`src/rtl/fetch_pc_unit_pkg.sv`:
```
// rtl/fetch_pc_unit_pkg.sv - shared fetch state encoding, opcode constants and reset defaults
package fetch_pc_unit_pkg;

    typedef enum logic [1:0] {
        ST_IDLE  = 2'd0,
        ST_FETCH = 2'd1,
        ST_EXEC  = 2'd2,
        ST_TRAP  = 2'd3
    } fetch_state_e;

    localparam logic [5:0] OP_RTYPE = 6'b000000;
    localparam logic [5:0] FUNC_JR  = 6'b001000;
    localparam logic [5:0] OP_J     = 6'b000010;
    localparam logic [5:0] OP_JAL   = 6'b000011;

    localparam logic [31:0] RESET_PC_DEFAULT = 32'h0000_0000;
    localparam logic [31:0] TRAP_PC_DEFAULT  = 32'h0000_0080;

endpackage

```
`src/rtl/fetch_next_pc.sv`:
```
// rtl/fetch_next_pc.sv - combinational next-PC select: jr, j/jal, branch, sequential
module fetch_next_pc
    import fetch_pc_unit_pkg::*;
#(
    parameter int ADDR_W = 32
) (
    input  logic [ADDR_W-1:0] pc_i,
    input  logic [31:0]       instr_i,
    input  logic              jump_n_i,
    input  logic              branch_i,
    input  logic [ADDR_W-1:0] rs_data_i,
    output logic [ADDR_W-1:0] pc_plus4_o,
    output logic [ADDR_W-1:0] next_pc_o
);

    logic              is_jr;
    logic [ADDR_W-1:0] br_off;
    logic [ADDR_W-1:0] jmp_tgt;

    assign pc_plus4_o = pc_i + ADDR_W'(4);
    assign is_jr      = (instr_i[31:26] == OP_RTYPE) && (instr_i[5:0] == FUNC_JR);
    // Word offset, sign-extended then scaled by 4; wraps modulo 2^ADDR_W
    assign br_off     = {{(ADDR_W-18){instr_i[15]}}, instr_i[15:0], 2'b00};
    // Pseudo-direct target keeps the region bits of the sequential PC
    assign jmp_tgt    = {pc_plus4_o[ADDR_W-1:28], instr_i[25:0], 2'b00};

    // Jump beats branch; jr takes its target from the register file
    always_comb begin
        next_pc_o = pc_plus4_o;
        if (!jump_n_i && is_jr) begin
            next_pc_o = rs_data_i;
        end else if (!jump_n_i) begin
            next_pc_o = jmp_tgt;
        end else if (branch_i) begin
            next_pc_o = pc_plus4_o + br_off;
        end
    end

endmodule

```
`src/rtl/fetch_pc_unit.sv`:
```
// rtl/fetch_pc_unit.sv - single-issue fetch stage; optional misaligned-target trap via FETCH_ALIGN_TRAP_EN
module fetch_pc_unit
    import fetch_pc_unit_pkg::*;
#(
    parameter int              ADDR_W   = 32,
    parameter logic [ADDR_W-1:0] RESET_PC = RESET_PC_DEFAULT,
    parameter logic [ADDR_W-1:0] TRAP_PC  = TRAP_PC_DEFAULT
) (
    input  logic              clk,
    input  logic              rst,
    output logic              imem_req,
    output logic [ADDR_W-1:0] imem_addr,
    input  logic              imem_ack,
    input  logic [31:0]       imem_rdata,
    output logic [31:0]       instr,
    output logic              instr_valid,
    output logic [ADDR_W-1:0] pc,
    output logic [ADDR_W-1:0] pc_plus4,
    input  logic              jump_n,
    input  logic              branch,
    input  logic [ADDR_W-1:0] rs_data,
    input  logic              retire,
    output logic              trap
);

    fetch_state_e      state_q;
    logic [ADDR_W-1:0] pc_q;
    logic [31:0]       instr_q;
    logic              instr_valid_q;
    logic              imem_req_q;
    logic [ADDR_W-1:0] next_pc_d;

    fetch_next_pc #(.ADDR_W(ADDR_W)) u_next_pc (
        .pc_i       (pc_q),
        .instr_i    (instr_q),
        .jump_n_i   (jump_n),
        .branch_i   (branch),
        .rs_data_i  (rs_data),
        .pc_plus4_o (pc_plus4),
        .next_pc_o  (next_pc_d)
    );

    // The fetch address is the PC itself; only imem_req qualifies it
    assign imem_addr   = pc_q;
    assign pc          = pc_q;
    assign instr       = instr_q;
    assign instr_valid = instr_valid_q;
    assign imem_req    = imem_req_q;

`ifdef FETCH_ALIGN_TRAP_EN
    logic trap_q;
    assign trap = trap_q;

    // Fetch FSM with registered outputs; misaligned targets detour through TRAP
    always_ff @(posedge clk or posedge rst) begin
        if (rst) begin
            state_q       <= ST_IDLE;
            pc_q          <= RESET_PC;
            instr_q       <= 32'h0;
            instr_valid_q <= 1'b0;
            imem_req_q    <= 1'b0;
            trap_q        <= 1'b0;
        end else begin
            case (state_q)
                ST_IDLE: begin
                    state_q    <= ST_FETCH;
                    imem_req_q <= 1'b1;
                end
                ST_FETCH: begin
                    if (imem_ack) begin
                        instr_q       <= imem_rdata;
                        imem_req_q    <= 1'b0;
                        instr_valid_q <= 1'b1;
                        state_q       <= ST_EXEC;
                    end
                end
                ST_EXEC: begin
                    if (retire) begin
                        instr_valid_q <= 1'b0;
                        if (next_pc_d[1:0] != 2'b00) begin
                            pc_q    <= TRAP_PC;
                            trap_q  <= 1'b1;
                            state_q <= ST_TRAP;
                        end else begin
                            pc_q       <= next_pc_d;
                            imem_req_q <= 1'b1;
                            state_q    <= ST_FETCH;
                        end
                    end
                end
                default: begin
                    trap_q     <= 1'b0;
                    imem_req_q <= 1'b1;
                    state_q    <= ST_FETCH;
                end
            endcase
        end
    end
`else
    assign trap = 1'b0;

    // Fetch FSM with registered outputs; any target, aligned or not, is fetched
    always_ff @(posedge clk or posedge rst) begin
        if (rst) begin
            state_q       <= ST_IDLE;
            pc_q          <= RESET_PC;
            instr_q       <= 32'h0;
            instr_valid_q <= 1'b0;
            imem_req_q    <= 1'b0;
        end else begin
            case (state_q)
                ST_IDLE: begin
                    state_q    <= ST_FETCH;
                    imem_req_q <= 1'b1;
                end
                ST_FETCH: begin
                    if (imem_ack) begin
                        instr_q       <= imem_rdata;
                        imem_req_q    <= 1'b0;
                        instr_valid_q <= 1'b1;
                        state_q       <= ST_EXEC;
                    end
                end
                ST_EXEC: begin
                    if (retire) begin
                        instr_valid_q <= 1'b0;
                        pc_q          <= next_pc_d;
                        imem_req_q    <= 1'b1;
                        state_q       <= ST_FETCH;
                    end
                end
                default: begin
                    imem_req_q <= 1'b1;
                    state_q    <= ST_FETCH;
                end
            endcase
        end
    end
`endif

endmodule

```
`config.mk`:
```
export PLATFORM = sky130hd
export DESIGN_NAME = fetch_pc_unit
export DESIGN_NICKNAME = d
export VERILOG_FILES = /design/src/rtl/fetch_pc_unit_pkg.sv /design/src/rtl/fetch_next_pc.sv /design/src/rtl/fetch_pc_unit.sv
export SDC_FILE = /design/constraint.sdc
export NUM_CORES = 1
export LEC_CHECK = 0
export CAP_MARGIN = 10
export CORE_MARGIN = 5
export CORE_UTILIZATION = 51
export CTS_CLUSTER_SIZE = 20
export DETAILED_ROUTE_END_ITERATION = 16
export GPL_TIMING_DRIVEN = 0
export PLACE_DENSITY = 0.95
export REMOVE_ABC_BUFFERS = 1
export SYNTH_ARGS = -nofsm -noshare
export SYNTH_HDL_FRONTEND = slang
export SYNTH_HIERARCHICAL = 1
export SYNTH_SLANG_ARGS = --single-unit
export TNS_END_PERCENT = 1
```
`constraint.sdc`:
```
create_clock -name clk -period 6.34 [get_ports clk]
set_input_delay 1.585 -clock clk [delete_from_list [all_inputs] [get_ports clk]]
set_output_delay 1.585 -clock clk [all_outputs]
set_load 0.05 [all_outputs]
```
Word-level counts from Yosys, hierarchy flattened
Index checks and enable logic that the tools add are counted.
{"block": "word_totals", "latchBits": 0, "mem_bits_rw": 0, "mem_count": 0, "mem_bits_ro": 0, "reg_bits": 68}
{"block": "op_classes", "eq_ne": 5, "n_reduce_logical": 9, "div_mod_pow": 0, "n_lt_le_gt_ge": 0, "n_addsub": 2, "mul": 0, "shift": 0, "mux": 12, "bitwise": 0}
{"op": "two-way mux 32 bit", "count": 3}
{"op": "adder 32 x 3 -> 32 bit, second input constant", "count": 1}
{"op": "adder 32 bit", "count": 1}
{"op": "== test 6 x 4 -> 1 bit, second input constant", "count": 1}
{"op": "logical NOT 6 bit", "count": 1}
{"op": "AND reduction 2 bit", "count": 3}
{"op": "two-way mux 1 bit", "count": 4}
{"op": "two-way mux 2 bit", "count": 2}
{"op": "!= test 2 bit, second input constant", "count": 2}
{"op": "one-hot mux 1 bit (2 select lines)", "count": 2}
{"op": "one-hot mux 2 bit (2 select lines)", "count": 1}
{"op": "AND reduction 3 bit", "count": 1}
{"op": "== test 2 x 1 -> 1 bit, second input constant", "count": 1}
{"op": "== test 2 bit, second input constant", "count": 1}
{"op": "logical AND 1 bit", "count": 2}
{"op": "nonzero test 2 bit", "count": 1}
{"op": "logical NOT 1 bit", "count": 1}

Longest topological paths before layout
Gate-level depths: netlist of run 1.
{"block": "logic_depth", "ltp_word": 5, "depth_mapped": 18, "depth_no_buf": 17}

Cells and area by module
Netlist of run 1, hierarchy kept.
{"mod": "fetch_next_pc", "seq_area_each_um2": 0.0, "area_each_um2": 2995.4, "cells_per_inst": 452, "instances": 1}
{"mod": "fetch_pc_unit", "seq_area_each_um2": 1676.6, "area_each_um2": 2904.0, "cells_per_inst": 183, "instances": 1}

Worst setup path before layout of run 1
OpenSTA, ideal clock, no wires.
{"block": "synth_path", "path_kind": "reg2reg", "start": "register pc_q[2], in the netlist imem_addr[2]", "end": "register pc_q[29], in the netlist imem_addr[29]", "path_stages_with_launch": 19, "arrival_ns": 4.963, "n_path_buf": 1, "setup_slack_ns": 1.252, "setup_time_ns": 0.125, "required_ns": 6.215, "cell_sequence": "dfrtp_1 -> ha_1 -> nand4_1 -> nor2_1 -> nand2_1 -> nor2_1 -> nand3_1 -> xnor2_1 -> ha_1 -> clkbuf_1 -> a21oi_1 -> o21ai_0 -> or3_1 -> o22ai_1 -> o31ai_1 -> a21oi_1 -> mux2i_1 -> nor3_1 -> mux2_4"}
{"block": "synth_between", "elab_chain_cells": 5}
{"item": "start: declaration", "line": "fetch_pc_unit.sv:27", "source": "logic [ADDR_W-1:0] pc_q;"}
{"item": "start signal: assignment", "line": "fetch_pc_unit.sv:127", "source": "pc_q <= next_pc_d;"}
{"item": "adder 32 x 3 -> 32 bit", "line": "fetch_next_pc.sv:20", "source": "assign pc_plus4_o = pc_i + ADDR_W'(4);"}
{"item": "net pc_plus4[22]", "line": "fetch_pc_unit.sv:18", "source": "output logic [ADDR_W-1:0] pc_plus4,"}
{"item": "adder 32 bit", "line": "fetch_next_pc.sv:35", "source": "next_pc_o = pc_plus4_o + br_off;"}
{"item": "two-way mux 32 bit", "line": "fetch_next_pc.sv:34", "source": "end else if (branch_i) begin"}
{"item": "two-way mux 32 bit", "line": "fetch_next_pc.sv:32", "source": "end else if (!jump_n_i) begin"}
{"item": "two-way mux 32 bit", "line": "fetch_next_pc.sv:30", "source": "if (!jump_n_i && is_jr) begin"}
{"item": "net next_pc_d[29]", "line": "fetch_pc_unit.sv:31", "source": "logic [ADDR_W-1:0] next_pc_d;"}
The timed path passes the listed nets, and every way through them passes these cells.
A chain may end at the register's enable or synchronous reset.

Final worst setup path of run 1
{"block": "layout_path", "start": "register pc_q[2], in the netlist imem_addr[2]", "end": "output port pc_plus4[22]"}
{"block": "layout_between", "elab_chain_cells": 1}
{"item": "adder 32 x 3 -> 32 bit", "line": "fetch_next_pc.sv:20"}
{"item": "end: declaration", "line": "fetch_pc_unit.sv:18"}
Every way passes these cells.

==> results summary, run 1 <==
The final wirelength came out at 18900 um. The vertical die dimension is 118 um. The sequential fraction of the synthesis area is 28.4%.

The final RePlAce weighted congestion is 0.954. The summed instance area of the synthesized netlist came out at 5900 um2. In this run the worst hold path is classified as flip-flop to flip-flop. The final clock period utilization by the worst path is 83.6%. The required time of the critical path came out at 4.76 ns. The share of post-route cells with drive strength above 1 came out at 11.9%. The count of pins over their slew limit was 0. In this run, synthesis inferred 0 flip-flops with an integrated enable. The critical path in this run is classified as flip-flop to output port. The instance area after placement came out at 7650 um2. In this run the worst path has a maximum fanout of 8.

For this run, the leading register cell type out of synthesis is dfrtp_1. The post-cts hold buffer count is 0. Global routing used 26.5% of the available tracks.

The die is 118 um wide. The buffer depth of the longest clock path came out at 2. The met1 routed wirelength after detailed routing is 7240 um. The mean cell area of the mapped netlist is 9.29 um2. The clock transition at the registers of the reported paths came out at 0.06 ns. Counting flops with an async set or reset pin after synthesis yields a share of 100%.

The maximum number of pins on one net before global-route repair is 68. Routed signal wires occupy layers up through met4. The floorplan step defined a die boundary enclosing 13800 um2. The count of endpoints failing setup in the final report came out at 0. The number of synthesized register bits is 67.

Detailed routing placed a total of 1610 um of wire on met3. The core area is 11400 um2. Fill cells in the final layout number 849. In the final routed layout, each cell accounts on average for 20.3 um.

TritonCTS built the clock tree. The tightest hold path in the finished design has a slack of 0.546 ns. The total area of multi-input combinational cells came out at 3720 um2.

The post-CTS resize count is 0. Setup repair after global routing left no endpoint under its margin. Based on the critical path, the design can be clocked at up to 0.189 GHz.

The total count of hold-check failures in the final report is 0. The count of antenna diodes in the layout is 0. After detailed routing, the met2 layer carries 9480 um of wire. The gate count after technology mapping is 635. The initial core utilization came out at 51.9%. The number of buffer cells added on primary ports is 199.

STA classifies the critical path startpoint as a flip-flop. The via density per instance is 6.07. The minimum period implied by the final worst setup slack is 5.30 ns. During I/O placement, the number of pins put on the boundary was 201. After detailed routing, the number of remaining DRC violations is 0. The number of rows created at floorplan is 39. In this run the tightest slew margin relative to its limit is 23.9%. The number of buffers inserted during clock tree synthesis came out at 9. The register cell area after layout came out at 1680 um2.

The max-capacitance violation count came out at 0. The setup clock skew after layout is 0.00904 ns. The total overflow reported by the global router came out at 0. The count of placed standard cells including taps is 918. Clock tree synthesis selected as its root buffer the cell clkbuf_16. The HPWL after detailed placement came out at 14000 um. For the pin with the worst max-slew slack, the measured transition is 1.14 ns. The overall via count from detail_route is 5671. Summed over its instances, the top area cell type makes up 28.4% of the synthesized netlist area.

The worst path arrival time came out at 3.71 ns. The worst setup path is captured at an output port. At the later pin of the worst-skew pair, clock insertion delay measures 0.34 ns. The number of buffers inserted by post-CTS setup repair is 0. The via count of the first global-routing pass is 5784. The first-pass GRT wire length is 30100 um. The post-synthesis to final-layout area growth is 34.6%. The count of different cell masters after synthesis is 69. Yosys printed 6 warnings. Yosys attributes the largest share of cell area to dfrtp_1, ha_1, mux2_4. The run finished with clean final reports. After routing, the total negative slack on setup checks comes to 0 ns.

The number of DRC markers in iteration 0 is 399. The number of nets with antenna violations after detailed routing is 0. Counting every sink on the clock net gives 67. The number of antenna violations at the first check in global routing came out at 0. The post-layout instance area came out at 7940 um2.

The maximum level of the CTS H-tree came out at 3. For this run, the detailed router's first-pass iteration total came to 6. Summed over all instances, the cell type with the most area after synthesis is dfrtp_1. The layout net count is 893.

The number of non-filler instances in the completed layout is 934.
[area by class of cell]
| class | count | share of cell area [%] |
|---|---|---|
| multi-input cells | 492 | 46.9 |
| clock buffers | 11 | 3.18 |
| flip-flops and latches | 67 | 21.1 |
| well taps | 143 | 2.25 |
| repair buffers | 200 | 25.3 |
| inverters | 16 | 0.788 |
| clock inverters | 5 | 0.536 |
[layout by cell type, fill, tap and decap left out, types with 9 or more instances in the layout]
master,synthesis,layout
ha_1,36,36
nand3_1,12,12
a211oi_1,11,11
o22ai_1,12,12
a21oi_1,50,50
a21o_1,9,9
nand4_1,9,9
xnor2_1,25,25
o21ai_0,27,27
inv_1,16,15
clkbuf_16,0,9
mux2_2,34,34
dfrtp_1,67,67
o211ai_1,10,10
nor2_1,48,48
clkdlybuf4s50_1,0,198
nand2_1,51,50
mux2_4,30,30
xor2_1,24,24
[cells in the mapped netlist, types with 4 or more instances]
cell / instances
nand2_1: 51
a211oi_1: 11
mux2_2: 34
nor4_1: 4
dfrtp_1: 67
and3_1: 7
mux2i_1: 8
o31ai_1: 6
a221o_1: 4
o22ai_1: 12
buf_4: 35
o211ai_1: 10
a21oi_1: 50
ha_1: 36
xnor2_1: 25
or3_1: 6
nor2b_1: 5
o21ai_0: 27
xor2_1: 24
mux2_4: 30
clkbuf_1: 13
a21o_1: 9
nand3_1: 12
nand4_1: 9
nor3_1: 6
nor2_1: 48
inv_1: 16
[per-stage QoR]
stage / utilization (%) / setup slack (ns)
final: 69.8 / 1.04
after CTS: 69.8 / 1.14
after floorplan: - / 0.970
after detailed placement: 67.2 / 1.15
after global placement: 67.1 / 1.12
after global routing: 69.8 / 0.921
[layer usage]
| layer | track usage, % | vias to the layer above |
|---|---|---|
| met4 | 11.6 | 0 |
| met2 | 45.4 | 284 |
| met5 | 0 | - |
| li1 | - | 2610 |
| met1 | 31.2 | 2724 |
| met3 | 6.68 | 53 |
[critical path, stage by stage (launching register included)]
cell and delay, ns:
dfrtp_1 0.56, ha_1 0.30, nand4_1 0.20, nor2_1 0.45, nand2_1 0.17, nor2_1 0.29
nand3_1 0.14, xnor2_1 0.38, clkdlybuf4s50_1 0.89
[path summary, 6_finish.rpt]
check | startpoint | slack, ns | to | cells past startpoint
worst max-delay path | imem_addr[2] | 1.04 | pc_plus4[22] | 8
worst min-delay path | instr[28] | 0.55 | instr[28] | 1
worst max register to register | imem_addr[2] | 1.39 | imem_addr[29] | 17
worst min register to register | instr[28] | 0.55 | instr[28] | 1
max in group asynchronous | rst | 3.97 | imem_addr[17] | 2
min in group asynchronous | rst | 1.78 | instr[28] | 2
[logic make-up after synthesis]
kind of cell             after synthesis  share of synthesized area, %
multiplexers                          72                          15.5
flip-flops                            67                          28.4
AO/OA/AOI/OAI                        164                          17.8
buffers and inverters                 76                          8.55
XOR/XNOR                              49                          7.27
adder cells (fa/ha/maj)               37                          7.97
other                                  1                        0.0636
AND/OR/NAND/NOR                      169                          14.4
[registers in the layout, indices dropped and copies added (netlist names)]
signal / flops
imem_addr: 32
instr: 32
state_q: 2
instr_valid: 1
Power of run 1 is left out: the tool's default activity adds up to more than one toggle a clock period on the data nets, which glitch-free logic cannot reach.
==> inputs of run 2 (changes only) <==
--- a/config.mk
+++ b/config.mk
@@ -7,11 +7,11 @@
 export LEC_CHECK = 0
 export CAP_MARGIN = 10
 export CORE_MARGIN = 5
-export CORE_UTILIZATION = 51
+export CORE_UTILIZATION = 47
 export CTS_CLUSTER_SIZE = 20
 export DETAILED_ROUTE_END_ITERATION = 16
 export GPL_TIMING_DRIVEN = 0
-export PLACE_DENSITY = 0.95
+export PLACE_DENSITY = 0.89
 export REMOVE_ABC_BUFFERS = 1
 export SYNTH_ARGS = -nofsm -noshare
 export SYNTH_HDL_FRONTEND = slang
==> constraint.sdc (replaced) <==
create_clock -name clk -period 5.2 [get_ports clk]
set_input_delay 1.3 -clock clk [delete_from_list [all_inputs] [get_ports clk]]
set_output_delay 1.3 -clock clk [all_outputs]
set_load 0.05 [all_outputs]
==> run 2 against run 1 <==
Compared with the run above:
- count of clock-buffer cells in the layout down 2
- via count decreased by 1.8%
- flip-flop and latch count stayed put
- critical path depth up 9
- wire length down 1.0%
- largest cell class unchanged
==> results summary, run 2 (synthesis results as in run 1) <==
The endpoint kind of the worst setup timing path was a flip-flop (was output port). The smallest clock period supported by the final layout is computed as 4.96 ns. The number of buffers inserted by post-CTS setup repair came out at 0 (unchanged). The type of the worst setup path is flip-flop to flip-flop (was flip-flop to output port). The number of buffer cells added on primary ports is 199 (unchanged). The initial core utilization is 47.3% (was 51.9%). Run status: complete, no violations (unchanged). The via count of the first global-routing pass came out at 5746 (was 5784).

The total overflow reported by the global router was 0 (unchanged). The core area is 12500 um2 (was 11400 um2). The count of buffer and inverter cells on the critical path came out at 0 (was 1).

The number of non-filler instances in the completed layout came out at 964 (was 934). The clock transition at the registers of the reported paths is 0.06 ns (about the same). The max-capacitance violation count came out at 0 (unchanged). The maximum level of the CTS H-tree came out at 3 (unchanged). The HPWL after detailed placement came to 13800 um (was 14000 um). The average wire length per cell after detail routing is 19.4 um (was 20.3 um). The layout net count is 894 (was 893).

The most frequent standard cell in the layout excluding fill and tap cells is clkdlybuf4s50_1 (unchanged). Commonest cells after routing, fill and taps aside: clkdlybuf4s50_1, dfrtp_1, nand2_1 (was clkdlybuf4s50_1, dfrtp_1, nand2_1, a21oi_1, nor2_1). The final clock period utilization by the worst path came out at 95.4%. The number of DRC markers in iteration 0 came out at 461 (was 399). The final RePlAce weighted congestion came out at 0.914 (was 0.954). Cells along the critical path: ha_1, nand4_1, nor2_2, nand2_1, nor2_1, nand3_1, xnor2_1, ha_1, a21oi_1, o21ai_0, or3_1, o22ai_1, o31ai_1, a21oi_1, mux2i_1, nor3_1, mux2_4 (was ha_1, nand4_1, nor2_1, nand2_1, nor2_1, nand3_1, xnor2_1, clkdlybuf4s50_1). The buffer depth of the longest clock path is 2 (unchanged). The first-pass GRT wire length is 29400 um (was 30100 um). The post-synthesis to final-layout area growth came out at 35.8% (was 34.6%). The critical path launch point type was a flip-flop (unchanged). The largest fanout on the critical path is 8 (unchanged). The post-cts hold buffer count is 0 (unchanged). The vertical die dimension came out at 122 um (was 118 um). The number of rows created at floorplan is 41 (was 39).

The share of post-route cells with drive strength above 1 is 12.0% (was 11.9%). The type of the most critical hold path is flip-flop to flip-flop (unchanged). The family with the most delay on the worst path was simple AND/OR/NAND/NOR gates (unchanged). The buffer cell driving the clock tree root is clkbuf_16 (unchanged). The die area was 14900 um2 (was 13800 um2). The latest clock arrival within the worst-skew pair came out at 0.35 ns (was 0.34 ns).

The count of placed standard cells including taps came out at 948 (was 918). The global routing usage summed across all routing layers is 25.1% (was 26.5%). The DRC violation count after routing is 0 (unchanged). The delay of the slowest cell on the worst path is 0.51 ns (was 0.89 ns). The worst hold slack after final layout is 0.538 ns (was 0.546 ns). The count of pins over their slew limit is 0 (unchanged). The headroom to the max-slew limit is 20.1% (was 23.9%). The count of endpoints failing setup in the final report is 0 (unchanged). The count of antenna diodes in the layout came out at 0 (unchanged). The worst path arrival time was 5.19 ns (was 3.71 ns). The slowest stage cell on the critical path was dfrtp_1 (was clkdlybuf4s50_1). The I/O pin total came out at 201 (unchanged).

The via density per instance is 5.78 (was 6.07). The overall via count from detail_route came out at 5570 (was 5671). The post-CTS resize count was 0 (unchanged). The actual transition at the worst max-transition pin is 1.19 ns (was 1.14 ns). The TritonCTS sink count is 67 (unchanged). The number of antenna violations at the first check in global routing came out at 0 (unchanged). The total count of hold-check failures in the final report came to 0 (unchanged).

The achievable frequency is 0.201 GHz. The length of the first detailed-routing pass in iterations is 5 (was 6). The number of nets with antenna violations after detailed routing is 0 (unchanged). The setup clock skew after layout came out at 0.0105 ns (was 0.00904 ns).

The number of buffers inserted during clock tree synthesis is 9 (unchanged). The required time of the critical path came to 5.43 ns (was 4.76 ns). The CTS tree is yes (unchanged). The die outline width came to 122 um (was 118 um). The maximum number of pins on one net before global-route repair is 68 (unchanged).

The final wirelength came out at 18700 um (was 18900 um).
-- run 2: changes by cell type in the layout (fill, tap and decap cells not counted) --
cell	delta
inv_6	-1
clkbuf_8	-2
nand2_1	+1
nand2_2	-1
clkinv_4	+1
clkinvlp_4	-1
nor2_1	-1
bufinv_16	+1
nor2_2	+1
buf_16	+1
clkinv_2	+2
-- run 2: worst paths after layout --
check | start | to | slack, ns | depth (start not counted)
worst max-delay path | imem_addr[2] | imem_addr[29] | 0.24 | 17
worst min-delay path | instr_valid | instr_valid | 0.54 | 2
worst max register to register | imem_addr[2] | imem_addr[29] | 0.24 | 17
worst min register to register | instr_valid | instr_valid | 0.54 | 2
max in group asynchronous | rst | instr[9] | 3.14 | 2
min in group asynchronous | rst | instr[24] | 1.49 | 2
-- run 2: per-stage QoR --
step	TNS (ns)	worst slack [ns]	cell area (um2)	utilization, %
after CTS	0	0.276	8010	64.2
after global placement	0	0.217	7660	61.5
after detailed placement	0	0.214	7710	61.8
final	0	0.237	8010	64.3
after global routing	-0.00855	-0.00855	8010	64.3
after floorplan	-0.319	-0.170	5460	-
-- run 2: tightest hold or removal path: cells and delay by family (launching register included) --
family	cells	cell delay, ns
flops	1	0.36
simple gates	2	0.14
-- run 2: layout make-up --
cell class	count	area, um2
Timing Repair Buffer	201	2030
Tap cell	172	215
Sequential cell	67	1680
Clock buffer	9	225
Multi-Input combinational cell	492	3720
Inverter	16	62.6
Clock inverter	7	75.1
Fill cell	985	4460
-- run 2: per-layer routing --
| layer | global-route usage [%] | vias up | wire length (um) |
|---|---|---|---|
| met4 | 10.9 | 0 | 390 |
| li1 | - | 2602 | - |
| met5 | 0 | - | 0 |
| met1 | 29.9 | 2684 | 7430 |
| met2 | 42.9 | 253 | 9350 |
| met3 | 6.41 | 31 | 1570 |
Power of run 2 is left out for the same reason.
==> inputs of run 3 (changes only) <==
--- a/config.mk
+++ b/config.mk
@@ -6,12 +6,15 @@
 export NUM_CORES = 1
 export LEC_CHECK = 0
 export CAP_MARGIN = 10
+export CELL_PAD_IN_SITES_DETAIL_PLACEMENT = 1
+export CELL_PAD_IN_SITES_GLOBAL_PLACEMENT = 2
 export CORE_MARGIN = 5
-export CORE_UTILIZATION = 47
+export CORE_UTILIZATION = 27
+export CTS_CLUSTER_DIAMETER = 120
 export CTS_CLUSTER_SIZE = 20
 export DETAILED_ROUTE_END_ITERATION = 16
 export GPL_TIMING_DRIVEN = 0
-export PLACE_DENSITY = 0.89
+export PLACE_DENSITY = 0.88
 export REMOVE_ABC_BUFFERS = 1
 export SYNTH_ARGS = -nofsm -noshare
 export SYNTH_HDL_FRONTEND = slang
==> run 3 against run 2 <==
Compared with the run above:
- wire length is 14% higher
- die area increased by 67%
- worst setup slack gained 0.038 ns
- critical endpoint unchanged
- highest routed layer is now met5
==> results summary, run 3 (synthesis results as in run 1) <==
The count of antenna diodes in the layout is 0 (unchanged). The die outline width is 158 um (was 122 um). The count of pins over their slew limit is 0 (unchanged).

The average wire length per cell after detail routing is 19.9 um (was 19.4 um). The number of nets with antenna violations after detailed routing came to 0 (unchanged). The core area is 21700 um2 (was 12500 um2). The worst reg-to-reg path cell count is 17 (unchanged). The total count of hold-check failures in the final report is 0 (unchanged). The number of logic stages on the critical path including buffering is 17 (unchanged). The first-pass GRT wire length came out at 32700 um (was 29400 um). The worst path arrival time came to 5.15 ns (was 5.19 ns). The via density per instance came to 5.09 (was 5.78). Run status: complete, no violations (unchanged). The via count of the first global-routing pass was 5818 (was 5746). The delay of the slowest cell on the worst path is 0.52 ns (was 0.51 ns). The number of buffers inserted during clock tree synthesis is 9 (unchanged). The instance count along the most critical hold path came out at 1 (was 2). The length of the first detailed-routing pass in iterations is 4 (was 5). The overall via count from detail_route is 5466 (was 5570).

The slowest stage cell on the critical path is dfrtp_1 (unchanged). Cells along the critical path: ha_1, nand4_1, nor2_4, nand2_1, nor2_1, nand3_1, xnor2_1, ha_1, a21oi_1, o21ai_0, or3_1, o22ai_1, o31ai_1, a21oi_1, mux2i_1, nor3_1, mux2_4 (was ha_1, nand4_1, nor2_2, nand2_1, nor2_1, nand3_1, xnor2_1, ha_1, a21oi_1, o21ai_0, or3_1, o22ai_1, o31ai_1, a21oi_1, mux2i_1, nor3_1, mux2_4). The actual transition at the worst max-transition pin is 0.970 ns (was 1.19 ns). The number of DRC markers in iteration 0 came to 272 (was 461). The final-layout fill cell count is 2451 (was 985).

The share of post-route cells with drive strength above 1 came out at 12.0% (about the same). The largest fanout on the critical path is 8 (unchanged). The post-placement setup slack is -0.206 ns (was 0.214 ns). The clock transition at the registers of the reported paths came out at 0.06 ns (about the same). The post-synthesis to final-layout area growth came out at 38.5% (was 35.8%). The total overflow reported by the global router is 0 (unchanged). The CTS tree is yes (unchanged). The type of the worst setup path is flip-flop to flip-flop (unchanged). The headroom to the max-slew limit is 35.3% (was 20.1%). The max-capacitance violation count is 0 (unchanged).

Setup repair after global routing left no endpoint under its margin. The count of placed standard cells including taps is 1056 (was 948). The buffer depth of the longest clock path is 2 (unchanged). The count of buffer and inverter cells on the critical path came out at 0 (unchanged).

The achievable frequency came out at 0.203 GHz (was 0.201 GHz). Commonest cells after routing, fill and taps aside: clkdlybuf4s50_1, dfrtp_1, nand2_1, a21oi_1, nor2_1 (was clkdlybuf4s50_1, dfrtp_1, nand2_1). The required time of the critical path came out at 5.43 ns (about the same). The final wirelength is 21400 um (was 18700 um). The number of non-filler instances in the completed layout is 1073 (was 964). The count of endpoints failing setup in the final report came out at 0 (unchanged).

The endpoint kind of the worst setup timing path is a flip-flop (unchanged). The TritonCTS sink count came out at 67 (unchanged). The setup slack of the critical path after layout came out at 0.275 ns (was 0.237 ns). The critical path launch point type is a flip-flop (unchanged). The maximum level of the CTS H-tree came out at 3 (unchanged).

The maximum number of pins on one net before global-route repair came out at 43 (was 68). The latest clock arrival within the worst-skew pair came to 0.34 ns (was 0.35 ns). The initial core utilization came out at 27.2% (was 47.3%). The die area is 24900 um2 (was 14900 um2). The final clock period utilization by the worst path was 94.7% (was 95.4%). The layout net count is 896 (was 894). The type of the most critical hold path was flip-flop to flip-flop (unchanged). The vertical die dimension came out at 158 um (was 122 um). The buffer cell driving the clock tree root is clkbuf_16 (unchanged). The most frequent standard cell in the layout excluding fill and tap cells is clkdlybuf4s50_1 (unchanged).

The HPWL after detailed placement was 16400 um (was 13800 um). The post-cts hold buffer count is 0 (unchanged). The number of buffer cells added on primary ports was 199 (unchanged). The number of antenna violations at the first check in global routing came out at 1 (was 0). The number of rows created at floorplan came out at 54 (was 41). The global routing usage summed across all routing layers is 16.8% (was 25.1%). The setup clock skew after layout came to 0.00868 ns (was 0.0105 ns). The aggregate negative setup slack was 0 ns (unchanged). The family with the most delay on the worst path is simple AND/OR/NAND/NOR gates (unchanged). The I/O pin total is 201 (unchanged). The DRC violation count after routing is 0 (unchanged). The minimum period implied by the final worst setup slack was 4.92 ns (was 4.96 ns).

The final RePlAce weighted congestion is 0.863 (was 0.914).
==> run 3: through the flow <==
| stage | utilization (%) | hold WS (ns) | cell area, um2 |
|---|---|---|---|
| 5_1_grt | 37.7 | 0.571 | 8170 |
| 3_5_place_dp | 36.1 | 0.529 | 7840 |
| 4_1_cts | 37.5 | 0.547 | 8120 |
| 2_1_floorplan | - | 0.545 | 5460 |
| 3_3_place_gp | 36.0 | 0.511 | 7800 |
| 6_report | 37.7 | 0.538 | 8170 |
==> run 3: layout make-up <==
type	instances	area, um2	area share [%]
inverter	16	62.6	0.765
sequential	67	1680	20.5
tap	280	350	4.29
clock inverter	4	52.6	0.643
multi-input combinational	492	3730	45.6
timing repair buffer	203	2070	25.3
clock buffer	11	233	2.85
==> run 3: metal layers <==
layer  wire [um]  vias to the layer above  global-route usage (%)
met5          12                        -                       0
met4         318                        2                    3.69
met3        1190                       22                    4.62
met2       10600                      140                    29.0
met1        9280                     2703                    21.1
li1            -                     2599                       -
==> run 3: final timing paths <==
kind / end / from / slack [ns]
min in group asynchronous: instr[24] / rst / 1.34
worst max register to register: imem_addr[29] / imem_addr[2] / 0.28
worst min-delay path: instr[29] / instr[29] / 0.54
worst min register to register: instr[29] / instr[29] / 0.54
max in group asynchronous: instr[9] / rst / 3.29
worst max-delay path: imem_addr[29] / imem_addr[2] / 0.28
==> run 3: what timing repair did <==
action                                  4_1_cts  5_1_grt
endpoints found under the setup margin        0        7
buffers inserted                              0        0
gates resized for setup                       0        2
endpoints found under the hold margin         0        0
Power of run 3 is left out for the same reason.
